==> config.mk <==
export PLATFORM = sky130hd
export DESIGN_NAME = tca9539_access_ctrl
export DESIGN_NICKNAME = d
export VERILOG_FILES = /design/src/rtl/tca9539_access_ctrl.sv
export SDC_FILE = /design/constraint.sdc
export NUM_CORES = 1
export LEC_CHECK = 0
export CORE_ASPECT_RATIO = 0.7
export CORE_UTILIZATION = 34
export DETAILED_ROUTE_END_ITERATION = 8
export PLACE_DENSITY = 0.58
export RECOVER_POWER = 50
export SLEW_MARGIN = 30
export SYNTH_ARGS = -nofsm -noshare
export SYNTH_HDL_FRONTEND = slang
export SYNTH_SLANG_ARGS = --single-unit
==> constraint.sdc <==
create_clock -name clk -period 1.9 [get_ports clk]
set_input_delay 0.19 -clock clk [delete_from_list [all_inputs] [get_ports clk]]
set_output_delay 0.19 -clock clk [all_outputs]
set_load 0.02 [all_outputs]
==> src/rtl/tca9539_access_ctrl.sv <==
// Shares the TCA9539 register-file port between the I2C byte stream and a host.
// Define TCA9539_PAIR_WRAP_EN to make the command pointer toggle within its pair.
module tca9539_access_ctrl #(
  parameter int HOST_TIMEOUT = 15
) (
  input  logic       clk,
  input  logic       rst,
  input  logic       i2c_start,
  input  logic       i2c_wr_valid,
  input  logic [7:0] i2c_wr_data,
  input  logic       i2c_rd_req,
  output logic [7:0] i2c_rd_data,
  output logic       i2c_rd_valid,
  input  logic       host_req,
  input  logic       host_we,
  input  logic [2:0] host_addr,
  input  logic [7:0] host_wdata,
  output logic       host_ack,
  output logic [7:0] host_rdata,
  output logic       host_err,
  output logic [7:0] rf_addr,
  output logic [7:0] rf_wdata,
  output logic       rf_we,
  input  logic [7:0] rf_rdata,
  output logic [2:0] ptr
);

  typedef enum logic [2:0] {
    IDLE,
    WR,
    RD_ADDR,
    RD_WAIT,
    HOST_WR,
    HOST_RD_ADDR,
    HOST_RD_WAIT
  } state_t;

  localparam int CW = (HOST_TIMEOUT > 1) ? $clog2(HOST_TIMEOUT) : 1;
  localparam logic [CW-1:0] TO_LAST =
    CW'((HOST_TIMEOUT > 0) ? HOST_TIMEOUT - 1 : 0);

  state_t        state;
  logic          cmdSeen;
  logic          cmdBad;
  logic          pendValid;
  logic          pendRd;
  logic [7:0]    pendData;
  logic          ovf;
  logic          hostBad;
  logic [2:0]    rfAddr;
  logic [CW-1:0] waitCnt;

  logic       newPulse;
  logic       srcValid;
  logic       srcRd;
  logic [7:0] srcData;
  logic       cmdSeenEff;
  logic       hostBusy;
  logic       grant;
  logic       waiting;

  assign rf_addr    = {5'b0, rfAddr};
  assign newPulse   = i2c_wr_valid | i2c_rd_req;
  assign srcValid   = pendValid | newPulse;
  assign srcRd      = pendValid ? pendRd : ~i2c_wr_valid;
  assign srcData    = pendValid ? pendData : i2c_wr_data;
  assign cmdSeenEff = cmdSeen & ~i2c_start;
  assign hostBusy   = state inside {HOST_WR, HOST_RD_ADDR, HOST_RD_WAIT};
  // host_req is ignored during its own ack cycle
  assign grant   = (state == IDLE) && !srcValid && host_req && !host_ack;
  assign waiting = host_req && !host_ack && !hostBusy && !grant;

  function automatic logic [2:0] advance(input logic [2:0] p);
`ifdef TCA9539_PAIR_WRAP_EN
    return {p[2:1], ~p[0]};
`else
    return p + 3'd1;
`endif
  endfunction

  always_ff @(posedge clk) begin
    if (rst) begin
      state        <= IDLE;
      ptr          <= '0;
      cmdSeen      <= 1'b0;
      cmdBad       <= 1'b0;
      pendValid    <= 1'b0;
      pendRd       <= 1'b0;
      pendData     <= '0;
      ovf          <= 1'b0;
      hostBad      <= 1'b0;
      rfAddr       <= '0;
      waitCnt      <= '0;
      rf_wdata     <= '0;
      rf_we        <= 1'b0;
      i2c_rd_data  <= '0;
      i2c_rd_valid <= 1'b0;
      host_ack     <= 1'b0;
      host_rdata   <= '0;
      host_err     <= 1'b0;
    end else begin
      rf_we        <= 1'b0;
      i2c_rd_valid <= 1'b0;
      host_ack     <= 1'b0;
      host_err     <= 1'b0;
      if (i2c_start) cmdSeen <= 1'b0;

      // In IDLE the slot drains this cycle, so a fresh pulse refills it
      if (state == IDLE) begin
        if (pendValid) begin
          pendValid <= newPulse;
          if (newPulse) begin
            pendRd   <= ~i2c_wr_valid;
            pendData <= i2c_wr_data;
          end
        end
      end else if (newPulse) begin
        if (!pendValid) begin
          pendValid <= 1'b1;
          pendRd    <= ~i2c_wr_valid;
          pendData  <= i2c_wr_data;
        end else begin
          ovf <= 1'b1;
        end
      end

      if (!waiting) begin
        waitCnt <= '0;
      end else if (HOST_TIMEOUT != 0 && waitCnt == TO_LAST) begin
        waitCnt    <= '0;
        host_ack   <= 1'b1;
        host_err   <= 1'b1;
        host_rdata <= '0;
      end else begin
        waitCnt <= waitCnt + 1'b1;
      end

      unique case (state)
        IDLE: begin
          if (srcValid) begin
            if (!srcRd && !cmdSeenEff) begin
              ptr     <= srcData[2:0];
              cmdBad  <= |srcData[7:3];
              cmdSeen <= 1'b1;
            end else if (!srcRd) begin
              state    <= WR;
              rfAddr   <= ptr;
              rf_wdata <= srcData;
              rf_we    <= !ptr[2] && !cmdBad;
            end else begin
              state  <= RD_ADDR;
              rfAddr <= ptr;
            end
          end else if (grant) begin
            rfAddr <= host_addr;
            if (host_we) begin
              state    <= HOST_WR;
              rf_wdata <= host_wdata;
              rf_we    <= !host_addr[2];
              hostBad  <= host_addr[2];
            end else begin
              state <= HOST_RD_ADDR;
            end
          end
        end
        WR: begin
          ptr   <= advance(ptr);
          state <= IDLE;
        end
        RD_ADDR: state <= RD_WAIT;
        RD_WAIT: begin
          i2c_rd_data  <= cmdBad ? 8'h00 : rf_rdata;
          i2c_rd_valid <= 1'b1;
          ptr          <= advance(ptr);
          state        <= IDLE;
        end
        HOST_WR: begin
          host_ack   <= 1'b1;
          host_err   <= hostBad;
          host_rdata <= '0;
          state      <= IDLE;
        end
        HOST_RD_ADDR: state <= HOST_RD_WAIT;
        HOST_RD_WAIT: begin
          host_rdata <= rf_rdata;
          host_ack   <= 1'b1;
          state      <= IDLE;
        end
        default: state <= IDLE;
      endcase
    end
  end

  // Overflow is sticky until reset
  assert property (@(posedge clk) disable iff (rst) ovf |=> ovf);

endmodule
# After elaboration in Yosys (flattened, before gate mapping)
# Cells that the tools add are included.
dict set report word_totals {
  input_bits 34
  regBits 54
  wordCells 127
}
dict set report op_classes {
  n_bitwise 8
  eq_ne 14
  n_reduce_logical 38
  add_sub_neg 2
  n_mux 48
}
# op n
set ops {}
lappend ops {{two-way mux 8 bit} 13}
lappend ops {{two-way mux 3 bit} 8}
lappend ops {{two-way mux 1 bit} 23}
lappend ops {{one-hot mux 8 bit (2 select lines)} 1}
lappend ops {{equality test 3 bit, second input constant} 3}
lappend ops {{zero test 1 bit} 9}
lappend ops {{one-hot mux 3 bit (3 select lines)} 1}
lappend ops {{AND reduction 3 bit} 3}
lappend ops {{nonzero test 3 bit} 3}
lappend ops {{logical AND 1 bit} 8}
lappend ops {{inequality test 2 bit, second input constant} 4}
lappend ops {{nonzero test 2 bit} 4}
lappend ops {{equality test 3 x 2 -> 1 bit, second input constant} 2}
lappend ops {{inequality test 3 bit, second input constant} 2}
lappend ops {{one-hot mux 3 bit (2 select lines)} 1}
lappend ops {{AND reduction 2 bit} 3}
lappend ops {{OR reduction 2 bit} 3}
lappend ops {{NOT 1 bit} 5}
lappend ops {{AND reduction 5 bit} 1}
lappend ops {{OR reduction 5 bit} 1}
lappend ops {{adder 4 x 1 -> 4 bit, second input constant} 1}
lappend ops {{equality test 4 bit, second input constant} 1}
lappend ops {{AND reduction 4 bit} 1}
lappend ops {{adder 3 x 1 -> 3 bit, second input constant} 1}
lappend ops {{other kinds (7)} 8}

# Depth between registers and ports, before layout
dict set report logic_depth {
  word_depth 10
  ltp_mapped 6
}

# Least setup slack after synthesis
# Ideal clock, no wire load.
dict set report synth_timing {
  kind {register to register}
  from {register pendValid}
  to {register rf_wdata[0]}
  required_ps 1768
  slack_ps 328
  arrival_ps 1440
  period_less_slack_ps 1572
  path_stages_with_launch 7
  setup_ps 132
  n_path_buf 2
  path_cell_list {dfxtp_1 or3_1 buf_2 o211a_1 buf_6 o31ai_1 a21oi_1}
}
dict set report synth_via {
  elab_chain_len 7
  word_cells_on_any_way 17
}
# element line
set synth_rtl {}
lappend synth_rtl {{start: declaration} 45} ;# logic pendValid;
lappend synth_rtl {{start signal: assignment} 111} ;# pendValid <= newPulse;
lappend synth_rtl {{bitwise OR 1 bit} 64} ;# assign srcValid = pendValid | newPulse;
lappend synth_rtl {{zero test 1 bit} 70} ;# assign grant = (state == IDLE) && !srcValid && host_req && !host_ack;
lappend synth_rtl {{logical AND 1 bit (3 in series)} 70}
lappend synth_rtl {{nonzero test 2 bit (no source line)} --}
lappend synth_rtl {{AND reduction 5 bit (no source line)} --}
lappend synth_rtl {{end signal: assignment} 148} ;# rf_wdata <= srcData;
lappend synth_rtl {{end signal: assignment} 158} ;# rf_wdata <= host_wdata;
lappend synth_rtl {{end: declaration} 22} ;# output logic [7:0] rf_wdata,
# Several ways; a longest one is shown, not always the timed one. The select of a mux whose other input is x is not followed.
# A chain may end at the register's enable or synchronous reset.

# Worst setup path after layout
dict set report layout_timing {
  from {input i2c_wr_valid}
  to {register host_rdata[1]}
}
dict set report layout_via {
  elab_chain_len 10
}
# element line
set layout_rtl {}
lappend layout_rtl {{start: declaration} 9} ;# input logic i2c_wr_valid,
lappend layout_rtl {{bitwise OR 1 bit} 63} ;# assign newPulse = i2c_wr_valid | i2c_rd_req;
lappend layout_rtl {{bitwise OR 1 bit} 64}
lappend layout_rtl {{zero test 1 bit} 70}
lappend layout_rtl {{logical AND 1 bit (3 in series)} 70}
lappend layout_rtl {{zero test 1 bit} 71} ;# assign waiting = host_req && !host_ack && !hostBusy && !grant;
lappend layout_rtl {{logical AND 1 bit} 71}
lappend layout_rtl {{nonzero test 3 bit (no source line)} --}
lappend layout_rtl {{AND reduction 2 bit (no source line)} --}
lappend layout_rtl {{end signal: assignment} 185} ;# host_rdata <= rf_rdata;
lappend layout_rtl {{end: declaration} 19} ;# output logic [7:0] host_rdata,
# No other way between the ends.

==> run summary <==
Ranking of synthesized cells by area - dfxtp_1, mux2i_1, a21oi_1
CTS tree - yes
# IOs - 73
Post-synthesis register bit count - 54
Min cycle time layout - 1.69 ns
RSZ-0062 raised after global routing - no
Total grt overflow - 0
Synth Area in Simple Gates - 22.4%
Nets - 396
Antenna-violating nets left - 0
Part of the Yosys area used for sequential elements - 41.9%
Routed WL per cell - 14.4 um
R2R setup slack - 0.23 ns
Post-synth top area share - 41.9%
Compound-Gate Fraction of Synth Area - 20.3%
Num CTS Buffers - 5
Async SR Flop Fraction - 0%
Post-Synth Adder-Cell Area - 1.45%
Pwr dens - 1390 nW/um^2
Clock transition at path regs - 0.10 ns
CP Launch Type - input pin
Main combinational cell family by area after synthesis - simple AND/OR/NAND/NOR gates
Clock Latency Late Sink - 0.31 ns
CTS H-Tree Depth - 2
Largest net degree at the start of global routing - 34
Row Count - 26
Max cap viols - 0
Overall Power - 4.88 mW
Count leader, synth - dfxtp_1
Antenna violations before repair - 0
Most used DFF post-synth - dfxtp_1
First-pass GRT wire length - 10,800 um
Residual DRC count - 0
Root buffer cell - clkbuf_8
Crit path DAT - 1.95 ns
Setup tns final - 0 ns
Area of the mapped netlist - 2580 sq um
VDD IR-drop max - 0.000655 V
DP Cell Count - 450
Relative slew slack - 58.5%
Final setup viols - 0
Die height - 74.9 um
Vias in the first global route - 2,191
Final Hold Vio Count - 0
Leak - 1.39 nW
Initial Utilization - 35.3%
Share of cells above drive strength 1 - 11.7%
Post-synth top area cell - dfxtp_1
DRT iter0 DRCs - 105
Post-Synth XOR/XNOR Area - 0.678%
TritonRoute pass-1 iters - 4
Mux share of post-synthesis cell area - 6.98%
Cell variety after synth - 53
GRT Util Overall - 17.4%
Clk_skew - 0.00850 ns
DR vias - 2,307
Diodes inserted - 0
Mean Syn Cell Area - 9.09 sq um
Post-synth EDFFs - 0
Layout Cells excl Fill - 458
WHS - 0.458 ns
Slew Viols, Final - 0
GPL Wtd Cong - 0.783
Hold Buf Count CTS - 0
Post-synth top cells - dfxtp_1, a21oi_1, nor2_1, mux2i_1, nand2_1
Fill count - 739
CP required - 2.16 ns
Post-CTS Resized - 0
Port Buffers - 67
Drt total wl - 6600 um
Worst-path maximum fanout - 8
Crit Path Class - in -> reg
Total clock sinks - 54
Crit. End Element - register
Vias per inst - 5.04
Max Freq - 0.592 GHz
Post CTS Setup Buffer Count - 0
Die ar. - 7950 sq um
Cells after synthesis - 284
Core Area - 7320 sq um
Area delta synth->final - 36.4%
Tightest Hold Check Type - in -> reg
Max clock buf depth - 2
Worst Max-Slew Pin Slew - 0.616 ns
Synth warnings - 0
Hpwl dp - 4910 um
Status - complete, no violations
Die width - 106 um
Fin crit share - 88.9%
-- through the flow --
step | utilization, % | setup slack, ns | instance area (sq um)
after floorplan | - | 0.328 | 2600
final | 48.1 | 0.210 | 3520
after global routing | 48.1 | 0.0618 | 3520
after CTS | 48.5 | 0.255 | 3550
after global placement | 46.9 | -0.0269 | 3430
after detailed placement | 46.9 | -0.0725 | 3430
-- registers in the layout, summed over array words and instances, names as in the netlist --
signal	flops
host_rdata	8
i2c_rd_data	8
pendData	8
rf_wdata	8
waitCnt	4
ptr	3
rfAddr	3
state	3
cmdBad	1
cmdSeen	1
hostBad	1
host_ack	1
host_err	1
i2c_rd_valid	1
pendRd	1
pendValid	1
rf_we	1
-- cell type report --
| type | count | area, sq um | area share, % |
|---|---|---|---|
| sequential | 54 | 1080 | 30.7 |
| clock inverter | 3 | 47.5 | 1.35 |
| multi-input combinational | 205 | 1340 | 38.0 |
| clock buffer | 5 | 68.8 | 1.95 |
| inverter | 2 | 7.51 | 0.213 |
| timing repair buffer | 91 | 857 | 24.3 |
| tap | 98 | 123 | 3.48 |
-- cell families after synthesis --
logic type	count (synthesis)
DFF	54
and+or+nand+nor	102
adders and majority gates	3
xor gates and xnor gates	2
muxes	18
other	1
AOI/OAI and AO/OA	75
buffers and inverters	29
-- metal layers --
metal / global-route usage, % / vias to the layer above / routed length [um]
li1: - / 1184 / -
met1: 25.2 / 1054 / 3530
met2: 27.1 / 67 / 2690
met3: 3.46 / 2 / 361
met4: 3.24 / 0 / 19
met5: 0 / - / 0
-- placed cells by master, fill, tap and decap left out, types with 6 or more instances in the layout --
master,n
clkdlybuf4s50_1,35
dfxtp_1,54
nand2_1,14
nand4_1,9
nor4_1,10
mux2i_1,18
a21oi_1,35
o31ai_1,8
buf_4,21
dlygate4sd3_1,32
nor2_1,28
nor3_1,6
nor3b_1,9
a22o_1,8
-- worst max-delay path: stages --
cell and delay (ns):
clkdlybuf4s50_1 0.50, nor3_2 0.32, a221oi_2 0.14, a211oi_2 0.58, a22o_1 0.22
-- worst paths after layout --
check | from | to | cells after the start
worst max-delay path | i2c_wr_valid | host_rdata[1] | 5
worst min-delay path | host_addr[0] | rfAddr[0] | 3
worst max register to register | state[2] | host_rdata[1] | 4
worst min register to register | rf_wdata[3] | rf_wdata[3] | 2
-- where the power goes --
part | internal, mW | switching (mW)
logic | 1.11 | 1.37
clock network | 0.400 | 0.392
registers | 1.40 | 0.220
Power figures use the tool's default switching activity.
